==> src/rtl/led_scan_controller.sv <==
// Column-scan sequencer for the LED matrix: steps the column index, gates the
// column enable with a blanking gap, and holds a frame-stable copy of the grid.
// Latency: every output is registered; a new generation is shown one edge after
// it is stored in IDLE, or at the next frame wrap while scanning.
// Backpressure: cells_ready drops while a generation is waiting in the shadow
// buffer, and rises again on the edge that moves it to the display buffer.
//
// Ports:
//   clk, rst      rising-edge clock, synchronous active-high reset
//   enable        display on/off; dropping it aborts the frame and returns to IDLE
//   cells_in      new generation, row r at bits [r*N+N-1 : r*N]
//   cells_valid   producer has a generation on cells_in
//   cells_ready   shadow buffer is empty and can take a generation
//   x             column index to the driver, 0..N-1
//   ena           column enable to the driver
//   cells         display buffer to the driver
//   frame_done    single-cycle pulse in the first cycle after a completed frame
module led_scan_controller #(
  parameter int N            = 8,
  parameter int DWELL_CYCLES = 1000,
  parameter int BLANK_CYCLES = 16
) (
  input  logic               clk,
  input  logic               rst,
  input  logic               enable,
  input  logic [N*N-1:0]     cells_in,
  input  logic               cells_valid,
  output logic               cells_ready,
  output logic [$clog2(N):0] x,
  output logic               ena,
  output logic [N*N-1:0]     cells,
  output logic               frame_done
);

  localparam int XW   = $clog2(N) + 1;
  localparam int MAXC = (DWELL_CYCLES > BLANK_CYCLES) ? DWELL_CYCLES : BLANK_CYCLES;
  localparam int CW   = (MAXC > 1) ? $clog2(MAXC) : 1;

  localparam logic [XW-1:0] X_LAST     = XW'(N - 1);
  localparam logic [CW-1:0] DWELL_LAST = CW'(DWELL_CYCLES - 1);
  localparam logic [CW-1:0] BLANK_LAST = CW'((BLANK_CYCLES > 0) ? BLANK_CYCLES - 1 : 0);
  // With no blanking the scan goes straight from one lit column to the next.
  localparam bit NO_BLANK = (BLANK_CYCLES == 0);

  typedef enum logic [1:0] {
    IDLE  = 2'd0,
    BLANK = 2'd1,
    SHOW  = 2'd2
  } state_t;

  state_t          state, state_nxt;
  logic [CW-1:0]   cnt, cnt_nxt;
  logic [XW-1:0]   x_nxt;
  logic            ena_nxt;
  logic            frame_done_nxt;
  logic [N*N-1:0]  shadow, shadow_nxt;
  logic            shadow_full, shadow_full_nxt;
  logic [N*N-1:0]  cells_nxt;
  logic            cells_ready_nxt;
  logic            xfer;
  logic            swap;

  always_ff @(posedge clk) begin
    if (rst) begin
      state <= IDLE;
    end else begin
      state <= state_nxt;
    end
  end

  always_ff @(posedge clk) begin
    if (rst) begin
      cnt         <= '0;
      x           <= '0;
      ena         <= 1'b0;
      frame_done  <= 1'b0;
      shadow      <= '0;
      shadow_full <= 1'b0;
      cells       <= '0;
      cells_ready <= 1'b1;
    end else begin
      cnt         <= cnt_nxt;
      x           <= x_nxt;
      ena         <= ena_nxt;
      frame_done  <= frame_done_nxt;
      shadow      <= shadow_nxt;
      shadow_full <= shadow_full_nxt;
      cells       <= cells_nxt;
      cells_ready <= cells_ready_nxt;
    end
  end

  always_comb begin
    state_nxt      = state;
    cnt_nxt        = cnt + 1'b1;
    x_nxt          = x;
    ena_nxt        = ena;
    frame_done_nxt = 1'b0;
    swap           = 1'b0;

    case (state)
      IDLE: begin
        x_nxt   = '0;
        ena_nxt = 1'b0;
        cnt_nxt = '0;
        // Nothing is on display in IDLE, so a pending generation moves over at once.
        swap    = shadow_full;
        if (enable) begin
          state_nxt = NO_BLANK ? SHOW : BLANK;
          ena_nxt   = NO_BLANK;
        end
      end

      BLANK: begin
        if (!enable) begin
          state_nxt = IDLE;
          x_nxt     = '0;
          ena_nxt   = 1'b0;
          cnt_nxt   = '0;
        end else if (cnt == BLANK_LAST) begin
          state_nxt = SHOW;
          ena_nxt   = 1'b1;
          cnt_nxt   = '0;
        end
      end

      SHOW: begin
        if (!enable) begin
          state_nxt = IDLE;
          x_nxt     = '0;
          ena_nxt   = 1'b0;
          cnt_nxt   = '0;
        end else if (cnt == DWELL_LAST) begin
          state_nxt = NO_BLANK ? SHOW : BLANK;
          ena_nxt   = NO_BLANK;
          cnt_nxt   = '0;
          if (x == X_LAST) begin
            // Frame boundary: the only point mid-scan where the display may change.
            x_nxt          = '0;
            frame_done_nxt = 1'b1;
            swap           = shadow_full;
          end else begin
            x_nxt = x + 1'b1;
          end
        end
      end

      default: begin
        state_nxt = IDLE;
        x_nxt     = '0;
        ena_nxt   = 1'b0;
        cnt_nxt   = '0;
      end
    endcase
  end

  // cells_ready mirrors !shadow_full, so a transfer and a swap never share an edge.
  always_comb begin
    xfer            = cells_valid && cells_ready;
    shadow_nxt      = xfer ? cells_in : shadow;
    cells_nxt       = swap ? shadow : cells;
    shadow_full_nxt = xfer || (shadow_full && !swap);
    cells_ready_nxt = !shadow_full_nxt;
  end

endmodule

==> config.mk <==
export PLATFORM = sky130hd
export DESIGN_NAME = led_scan_controller
export DESIGN_NICKNAME = d
export VERILOG_FILES = /design/src/rtl/led_scan_controller.sv
export SDC_FILE = /design/constraint.sdc
export NUM_CORES = 1
export LEC_CHECK = 0
export CORE_ASPECT_RATIO = 0.6
export CORE_MARGIN = 5
export CORE_UTILIZATION = 34
export CTS_CLUSTER_SIZE = 24
export DETAILED_ROUTE_END_ITERATION = 12
export GPL_TIMING_DRIVEN = 0
export PLACE_DENSITY_LB_ADDON = 0.3
export SYNTH_ARGS = -nofsm -noshare
export SYNTH_HDL_FRONTEND = slang
export SYNTH_SLANG_ARGS = --single-unit
==> constraint.sdc <==
create_clock -name clk -period 3.1 [get_ports clk]
set_input_delay 0.62 -clock clk [delete_from_list [all_inputs] [get_ports clk]]
set_output_delay 0.62 -clock clk [all_outputs]
set_load 0.01 [all_outputs]
### Word-level counts from Yosys, hierarchy flattened

Index checks and enable logic that the tools add are counted.

| operators by class | value |
|---|---|
| eq/ne operators | 9 |
| bitwise gates (word level) | 3 |
| mux-type cells | 26 |
| $add $sub $neg | 2 |
| reductions and logical operators | 10 |

Operators with widths:

| operator | number |
|---|---|
| 10-bit two-way mux | 4 |
| 10-bit case mux with 2 select lines | 1 |
| 4-bit two-way mux | 4 |
| 10-bit by 1-bit adder with 10-bit output, second input constant | 1 |
| 10-bit equality test, second input constant | 1 |
| 10-bit by 4-bit equality test with 1-bit output, second input constant | 1 |
| 2-bit two-way mux | 5 |
| 1-bit two-way mux | 8 |
| 4-bit case mux with 2 select lines | 1 |
| 3-bit inequality test, second input constant | 2 |
| 2-bit case mux with 3 select lines | 1 |
| 4-bit by 1-bit adder with 4-bit output, second input constant | 1 |
| 4-bit by 3-bit equality test with 1-bit output, second input constant | 1 |
| 2-bit inequality test, second input constant | 2 |
| 1-bit case mux with 2 select lines | 2 |
| 2-bit AND reduction | 2 |
| 4-bit OR reduction | 1 |
| 1-bit NOT | 3 |
| 3-bit AND reduction | 1 |
| 2-bit by 1-bit equality test with 1-bit output, second input constant | 1 |
| 2-bit equality test, second input constant | 1 |
| 1-bit logical AND | 2 |
| 1-bit logical NOT | 2 |
| 2-bit logical NOT | 1 |
| 1-bit logical OR | 1 |

| storage, ports and cells | value |
|---|---|
| word-level logic and storage cells | 59 |
| register bits | 148 |

### Logic depth before layout (Yosys ltp)

Gate-level depths: netlist (run 1).

| logic depth | value |
|---|---|
| word-level depth | 9 |
| depth in mapped cells | 8 |
| depth with buffers taken out | 7 |

### Least setup slack after synthesis (run 1)

OpenSTA, ideal clock, no wires.

| timing | value |
|---|---|
| path kind | input -> register |
| from | in enable |
| to | reg cnt[2] |
| stages | 6 |
| slack | 1.410 ns |
| setup time | 0.064 ns |
| arrival | 1.626 ns |
| cells stage by stage | and2_1 > o31a_1 > nor2_1 > or3b_1 > buf_2 > nor2_1 |

| between the ends | value |
|---|---|
| word-level cells in the longest chain between the ends | 2 |

RTL lines:

| element | RTL line | text |
|---|---|---|
| start, declared | 25 | `input logic enable,` |
| 10-bit two-way mux (on tied branches) | 128, 115 |  |
| 10-bit case mux with 2 select lines (*) | 101 | `case (state)` |
| end signal, assigned | 82 | `cnt <= cnt_nxt;` |
| end, declared | 52 | `logic [CW-1:0] cnt, cnt_nxt;` |

Every way passes the cells marked *; elsewhere a longest branch is shown, timed or not.
A chain may end at the register's enable or synchronous reset.

### Final worst setup path (run 1)

| timing | value |
|---|---|
| from | in rst |
| to | reg shadow[5] |

RTL lines:

| element | RTL line | text |
|---|---|---|
| start, declared | 24 | `input logic rst,` |
| end signal, assigned | 86 | `shadow <= shadow_nxt;` |
| end, declared | 56 | `logic [N*N-1:0] shadow, shadow_nxt;` |

No word-level cell between the ends.

==> flow_summary.json, run 1 <==
{
  "yosysWarnings": 0,
  "tightest_slew_ns": 0.8381,
  "clk_latency_ns": 0.41,
  "final_antenna_net_count": 0,
  "cp-endpoint": "shadow[5]",
  "cts_buffers": 17,
  "yosysSeqAreaShare_pct": 49.16,
  "hold_viol": 0,
  "crit_fanout": 10,
  "overflow": 0,
  "placementRows": 37,
  "p_sw_mw": 1.185,
  "rr_worst_depth": 8,
  "dp.final_hpwl_um": 11180,
  "area_growth_pct": 37.18,
  "ir_worst_vdd_uv": 301.4,
  "cts_tree": "done",
  "h-tree-depth": 4,
  "io_buffers": 138,
  "n_antenna_cell": 0,
  "crit_path_end_kind": "register",
  "grt_max_degree": 17,
  "yosysMostFrequentCell": "dfxtp_1",
  "outcome": "completed",
  "syn_inst": 660,
  "path_clk_slew_ns": 0.06,
  "worstHoldStart": "cnt[0]",
  "p_seq_share_pct": 44.1,
  "io_pins": 139,
  "grt_pass1_wl_um": 25130,
  "cap_violations": 0,
  "fin_setup_tns_ns": 0,
  "r2r_start": "cnt[0]",
  "relSlewSlack_pct": 44.12,
  "rsz0062_at_grt": "no",
  "ys_async_sr_fraction_pct": 0,
  "drt_iter0_markers": 215,
  "power_density_nw_per_um2": 558.1,
  "first_pass_iters": 4,
  "synth_edf_count": 0,
  "leakagePower_nw": 2.916,
  "cp_data_required_time_ns": 3.36,
  "postCtsHoldBufs": 0,
  "comb_power_share_pct": 12.8,
  "ys_types": 31,
  "viasPerCell": 4.431,
  "start_kind": "input port",
  "gp_congestion": 0.8159,
  "max_clock_freq_mhz": 395.3,
  "hp-class": "reg2reg",
  "synth_common_cells": "dfxtp_1 (148), nand2_1 (134), nand2b_1 (129), a21oi_1 (71), mux2i_1 (66)",
  "core-area_um2": 17270,
  "root_buffer": "clkbuf_16",
  "syn_area_um2": 6027,
  "die_w_um": 181.9,
  "cts_sinks": 148,
  "p_sw_share_pct": 25.67,
  "final_core_util_pct": 47.88,
  "antenna_found_initial": 0,
  "routed_wl_um": 15740,
  "die_h_um": 113.1,
  "netlist_top_cells_area": "dfxtp_1 (49%), nand2b_1 (13%), mux2i_1 (11%)",
  "grt_pass1_vias": 4698,
  "yosysTopAreaCell": "dfxtp_1",
  "synth_seq_cells": 148,
  "crit_start": "rst",
  "power_frac_clock_pct": 43.1,
  "setup_violations": 0,
  "avgSynthCellArea_um2": 9.132,
  "syn_nets": 734,
  "crit-reg2reg-capture": "cells[0]",
  "drcViolationCount": 0,
  "fin_worst_skew_ns": 0.01430,
  "die_area_um2": 20580,
  "initial_core_util_pct": 34.90,
  "fin_crit_ns": 2.529,
  "r2r_setup_slack_ns": 1.11,
  "final_max_slew_viol_count": 0,
  "synthFlopType": "dfxtp_1",
  "drive_gt1_share_pct": 5.301,
  "grtUsageTotal_pct": 15.32,
  "min_period_over_period_pct": 81.60,
  "cts_buffer_depth": 2,
  "post_cts_buffers": 0,
  "post_cts_resized": 0,
  "crit_arrival_ns": 2.79,
  "intPower_mw": 3.430,
  "synth_top_area_share_pct": 49.16,
  "worst-setup-path-type": "in2reg",
  "route.vias.total": 4715,
  "post_drt_wl_per_cell_um": 14.79,
  "final_nets": 891
}
power by group through the flow:
| stage | registers [mW] | logic (mW) | clock network [mW] |
|---|---|---|---|
| floorplan | 2.08 | 0.349 | 0 |
| finish | 2.03 | 0.591 | 1.99 |
| global placement | 2.07 | 0.594 | 0 |
| detailed placement | 2.07 | 0.597 | 0 |
| CTS | 2.03 | 0.599 | 2.03 |
| global route | 2.04 | 0.647 | 2.13 |
how the worst min path moves through the flow:
stage	to	slack (ns)	cells after the start
after floorplan	cnt[0]	0.41	1
after global placement	cnt[0]	0.43	1
after detailed placement	cnt[0]	0.43	1
after CTS	cnt[0]	0.45	1
after global routing	shadow[43]	0.47	2
final	cnt[0]	0.45	1
metrics by stage:
stage | power (mW) | cells | hold slack, ns | setup slack [ns] | cell area (um^2)
2_1_floorplan | 2.425 | 660 | 0.4132 | 1.410 | 6027
3_3_place_gp | 2.667 | 1032 | 0.4267 | 0.03950 | 7701
3_5_place_dp | 2.672 | 1032 | 0.4346 | 0.06929 | 7701
4_1_cts | 4.666 | 1064 | 0.4495 | 0.5156 | 8268
5_1_grt | 4.814 | 1064 | 0.4668 | 0.3904 | 8268
6_report | 4.614 | 1064 | 0.4462 | 0.5705 | 8268
routing by layer:
layer | GRT usage [%] | up-vias | part of all wire, %
li1 | - | 2462 | -
met1 | 23.23 | 2121 | 54
met2 | 21.22 | 124 | 39
met3 | 4.497 | 8 | 5.9
met4 | 3.448 | 0 | 0.64
met5 | 0 | - | 0
layout by cell type, fill, tap and decap left out:
master,synthesis,layout
nor4_1,1,1
and2_1,2,2
a21oi_1,71,71
nand4_2,1,1
clkinv_4,0,4
bufinv_16,0,1
clkinv_2,0,1
clkinvlp_4,0,2
xor2_1,1,1
buf_1,5,5
a31oi_1,2,2
buf_2,1,1
nor3_2,2,2
nor3_1,1,1
o21ai_2,1,1
a21boi_2,1,1
o21ai_1,2,2
buf_12,7,7
clkdlybuf4s50_1,0,138
inv_6,0,4
a21o_1,1,1
clkbuf_16,0,17
nor2_1,20,20
or3b_1,1,1
nand3_2,1,1
o31a_1,1,1
or4_1,2,2
nand2_1,134,134
dfxtp_1,148,148
xnor2_1,7,7
clkbuf_1,31,33
ha_1,6,6
mux2i_1,66,66
inv_1,4,4
nand4b_1,3,3
nand3_1,2,2
nand2b_1,129,129
clkbuf_8,0,1
and3_1,6,6
flip-flops by register name (all words and copies together), names as in the netlist:
name and count:
cells 64, shadow 64, cnt 10, x 4, state 2, cells_ready 1, ena 1, frame_done 1
shadow_full 1
cell families after synthesis:
| kind of cell | synth area share (%) |
|---|---|
| AOI/OAI and AO/OA | 6.872 |
| and+or+nand+nor | 25.70 |
| DFF | 49.16 |
| adders and majority gates | 1.246 |
| buffers and inverters | 4.899 |
| xor gates and xnor gates | 1.163 |
| muxes | 10.96 |
worst max-delay path, cell delays in order:
cell	delay [ns]
clkdlybuf4s50_1	0.63
clkbuf_1	0.32
clkbuf_1	0.54
clkbuf_1	0.58
a21oi_1	0.08
cell type report:
cell class | instances | area (um^2)
clock buffers | 20 | 446.7
well taps | 234 | 292.8
multi-input cells | 464 | 2769
repair buffers | 138 | 1381
plain buffers | 44 | 280.3
inverters | 4 | 15.01
fillers | 1633 | 9000
flip-flops and latches | 148 | 2963
clock inverters | 12 | 120.1
(Power assumes the default switching activity.)
==> run 2, diff against run 1 <==
clock period = 2.31 ns   (was 3.1 ns; I/O delays follow)
==> flow_summary.json, run 2 (synthesis results as in run 1) <==
{
  "max_clock_freq_mhz": 477.5,
  "leakagePower_nw": 2.922,
  "gp_congestion": 0.8159,
  "final_max_slew_viol_count": 0,
  "post_cts_buffers": 0,
  "route.vias.total": 4716,
  "cts_tree": "done",
  "rr_worst_depth": 8,
  "die_h_um": 113.1,
  "fin_crit_ns": 2.094,
  "first_pass_iters": 4,
  "drcViolationCount": 0,
  "outcome": "completed",
  "core-area_um2": 17270,
  "r2r_setup_slack_ns": 0.32,
  "path_cells": "clkdlybuf4s50_1 > and2_1 > clkbuf_1 > buf_1 > nand2_1 > a21oi_1",
  "critPathMaxStageDelay_ns": 0.63,
  "final-seq-area_um2": 2963,
  "cts_buffer_depth": 2,
  "drt_iter0_markers": 219,
  "crit_slowest_cell": "clkbuf_1",
  "grt_pass1_wl_um": 25130,
  "timing.hold.ws_ns": 0.4462,
  "placed_cell_area_um2": 7701,
  "worst-setup-path-type": "in2reg",
  "grt_pass1_vias": 4698,
  "routed_wl_um": 15710,
  "h-tree-depth": 4,
  "crit-reg2reg-capture": "cells[0]",
  "io_pins": 139,
  "grtUsageTotal_pct": 15.32,
  "start_kind": "input port",
  "r2r_start": "cnt[0]",
  "dp.final_hpwl_um": 11180,
  "relSlewSlack_pct": 44.29,
  "nFillCells": 1631,
  "placementRows": 37,
  "n_antenna_cell": 0,
  "pre_cts_ws_ns": -0.5627,
  "rsz0062_at_grt": "no",
  "grt_max_degree": 17,
  "crit_path_end_kind": "register",
  "worstHoldEndpoint": "cnt[0]",
  "reg_top3": "cells (64), shadow (64), cnt (10)",
  "ir_worst_vdd_uv": 404.2,
  "cts_buffers": 17,
  "drive_gt1_share_pct": 5.542,
  "die_area_um2": 20580,
  "area_growth_pct": 37.22,
  "post_drt_wl_per_cell_um": 14.77,
  "die_w_um": 181.9,
  "final_nets": 891,
  "io_buffers": 138,
  "cap_violations": 0,
  "setup_violations": 0,
  "worstHoldStart": "cnt[0]",
  "power_density_nw_per_um2": 747.9,
  "hold_viol": 0,
  "initial_core_util_pct": 34.90,
  "clk_latency_ns": 0.41,
  "path_clk_slew_ns": 0.07,
  "min_period_over_period_pct": 90.66,
  "tightest_slew_ns": 0.8356,
  "final_antenna_net_count": 0,
  "fin_worst_skew_ns": 0.01430,
  "root_buffer": "clkbuf_16",
  "fin_ws_ns": 0.2157,
  "crit_arrival_ns": 2.44,
  "multi_input_area_um2": 2769,
  "final_common_cell": "dfxtp_1",
  "antenna_found_initial": 0,
  "postCtsHoldBufs": 0,
  "cts_sinks": 148,
  "holdPathStages": 1,
  "crit_fanout": 10,
  "hp-class": "reg2reg",
  "total_power_mw": 6.185,
  "overflow": 0,
  "viasPerCell": 4.432,
  "final_core_util_pct": 47.90,
  "final_cell_mix": "dfxtp_1 (148), clkdlybuf4s50_1 (138), nand2_1 (134), nand2b_1 (129), a21oi_1 (71)",
  "cp_data_required_time_ns": 2.65,
  "final_area_um2": 8270
}
run 2: stage by stage:
| step | TNS (ns) | instances |
|---|---|---|
| 3_3_place_gp | -32.49 | 1032 |
| 4_1_cts | 0 | 1064 |
| 5_1_grt | 0 | 1064 |
| 3_5_place_dp | -31.51 | 1032 |
| 2_1_floorplan | 0 | 660 |
| 6_report | 0 | 1064 |
run 2: power by group:
group	total (mW)	internal, mW	switching, mW
sequential	2.73	2.66	0.0635
combinational	0.793	0.407	0.386
clock	2.66	1.53	1.13
run 2: layout make-up:
class	count	share of cell area, %
sequential	148	35.82
multi-input combinational	464	33.48
timing repair buffer	138	16.70
clock buffer	20	5.401
tap	234	3.540
buffer	44	3.419
clock inverter	12	1.452
inverter	4	0.1815
run 2: per-layer routing:
layer	GRT usage [%]	wire, um
met5	0	0
met4	3.448	100
met3	4.497	952
met2	21.22	6205
met1	23.23	8455
run 2: worst max path at each step:
stage	start	to	slack, ns	depth (start not counted)
2_1_floorplan	cnt[0]	cells[0]	0.63	8
3_3_place_gp	rst	x[3]	-0.59	5
3_5_place_dp	rst	x[3]	-0.56	5
4_1_cts	rst	shadow[5]	0.11	5
5_1_grt	cells_valid	shadow[35]	0.07	6
6_report	cells_valid	shadow[6]	0.22	6
run 2: worst max-delay path, delay by kind of cell:
kind	cells	cell delay (ns)
buf+inv	3	1.58
simple gates	2	0.25
compound gates	1	0.14
run 2: repair_timing:
item                                   CTS  global route
endpoints found under the hold margin    0             0
resized for setup                        1             2
setup endpoints to repair               10             1
==> run 3, diff against run 2 <==
PLACE_DENSITY_LB_ADDON = default   (was 0.3)
==> flow_summary.json, run 3 (synthesis results as in run 1) <==
{
  "timing.hold.ws_ns": 0.4494,
  "crit_path_end_kind": "register",
  "cts_sinks": 148,
  "r2r_setup_slack_ns": 0.32,
  "fin_ws_ns": 0.2738,
  "h-tree-depth": 4,
  "io_buffers": 138,
  "final_nets": 891,
  "final_core_util_pct": 48.11,
  "viasPerCell": 4.553,
  "antenna_found_initial": 0,
  "path_clk_slew_ns": 0.06,
  "ir_worst_vdd_uv": 504.3,
  "use_met2_pct": 22.35,
  "final_cell_mix": "dfxtp_1 (148), clkdlybuf4s50_1 (138), nand2_1 (134), nand2b_1 (129), a21oi_1 (71)",
  "use_met3_pct": 4.337,
  "drive_gt1_share_pct": 5.783,
  "tightest_slew_ns": 0.6917,
  "rsz0062_at_grt": "no",
  "io_pins": 139,
  "grt_max_degree": 17,
  "reg_top3": "cells (64), shadow (64), cnt (10)",
  "overflow": 0,
  "dp.final_hpwl_um": 11850,
  "first_pass_iters": 4,
  "holdPathStages": 1,
  "max_clock_freq_mhz": 491.1,
  "grt.busiest_layer": "met1",
  "final_common_cell": "dfxtp_1",
  "grt_pass1_vias": 4799,
  "start_kind": "input port",
  "route.vias.total": 4844,
  "crit_start": "rst",
  "fin_crit_ns": 2.036,
  "path_cells": "clkdlybuf4s50_1 > clkbuf_1 > clkbuf_2 > clkbuf_1 > a21oi_1",
  "crit_slowest_cell": "clkdlybuf4s50_1",
  "rr_worst_depth": 8,
  "worstHoldEndpoint": "cnt[0]",
  "leakagePower_nw": 2.940,
  "post_drt_wl_per_cell_um": 14.96,
  "crit_arrival_ns": 2.30,
  "drcViolationCount": 0,
  "die_w_um": 181.9,
  "grtUsageMet1_pct": 23.38,
  "nFillCells": 1612,
  "die_area_um2": 20580,
  "hp-class": "reg2reg",
  "clk_latency_ns": 0.41,
  "setup_violations": 0,
  "postCtsHoldBufs": 0,
  "hold_viol": 0,
  "initial_core_util_pct": 34.90,
  "grtUsageTotal_pct": 15.69,
  "routed_wl_um": 15920,
  "power_density_nw_per_um2": 763.5,
  "worstHoldStart": "cnt[0]",
  "cap_violations": 0,
  "cts_buffers": 17,
  "drt_iter0_markers": 253,
  "placementRows": 37,
  "cp_common_cell": "clkbuf_1",
  "worst-setup-path-type": "in2reg",
  "root_buffer": "clkbuf_16",
  "fin_worst_skew_ns": 0.01362,
  "area_growth_pct": 37.85,
  "cts_tree": "done",
  "n_antenna_cell": 0,
  "cts_buffer_depth": 2,
  "final_max_slew_viol_count": 0,
  "cp_data_required_time_ns": 2.57,
  "pre_cts_ws_ns": -0.5296,
  "final_area_um2": 8308,
  "post_cts_buffers": 0,
  "placed_cell_area_um2": 7701,
  "die_h_um": 113.1,
  "min_period_over_period_pct": 88.15,
  "fin_setup_tns_ns": 0,
  "critPathMaxStageDelay_ns": 0.62,
  "core-area_um2": 17270,
  "relSlewSlack_pct": 53.89,
  "final_antenna_net_count": 0,
  "grt_pass1_wl_um": 25630,
  "crit_fanout": 10,
  "gp_congestion": 0.7779,
  "r2r_start": "cnt[0]",
  "outcome": "completed",
  "crit-reg2reg-capture": "cells[20]"
}
run 3: cell types whose count changed in the layout (fill, tap and decap cells not counted), sizes merged:
cell	delta
bufinv	+1
clkinv	-4
clkinvlp	+1
clkbuf	-2
inv	+4
run 3: critical path: cells and delay by family:
family | cells | cell delay, ns
compound gates | 1 | 0.10
buf+inv | 4 | 1.73
run 3: final cells by class:
type / instances / area, um^2 / area share [%]
clock buffer: 18 / 439.2 / 5.286
multi-input combinational: 464 / 2769 / 33.33
buffer: 44 / 282.8 / 3.404
clock inverter: 14 / 165.2 / 1.988
inverter: 4 / 15.01 / 0.1807
tap: 234 / 292.8 / 3.524
timing repair buffer: 138 / 1381 / 16.63
sequential: 148 / 2963 / 35.66
run 3: repair_timing:
item / 4_1_cts / 5_1_grt
gates resized for setup: 1 / 2
hold endpoints to repair: 0 / 0
endpoints found under the setup margin: 10 / 54
run 3: worst max-delay path by stage:
stage | end | slack (ns) | cells past startpoint
after floorplan | cells[0] | 0.63 | 8
after CTS | shadow[54] | 0.04 | 5
after global placement | x[2] | -0.50 | 5
final | shadow[54] | 0.27 | 5
after global routing | shadow[54] | 0.08 | 5
after detailed placement | shadow[3] | -0.53 | 5
run 3: per-stage QoR:
stage / power [mW] / cells
4_1_cts: 6.425 / 1064
3_3_place_gp: 3.570 / 1032
5_1_grt: 6.632 / 1064
6_report: 6.343 / 1064
3_5_place_dp: 3.589 / 1032
2_1_floorplan: 3.255 / 660
run 3: layer usage:
| metal | part of all wire [%] | vias up |
|---|---|---|
| met5 | 0 | - |
| met1 | 53 | 2235 |
| li1 | - | 2461 |
| met3 | 5.8 | 9 |
| met2 | 41 | 139 |
| met4 | 0.52 | 0 |
run 3: power by group:
part	total [mW]	switching, mW	internal, mW
combinational	0.797	0.389	0.408
clock	2.82	1.16	1.66
sequential	2.73	0.0645	2.66
total	6.34	1.61	4.73
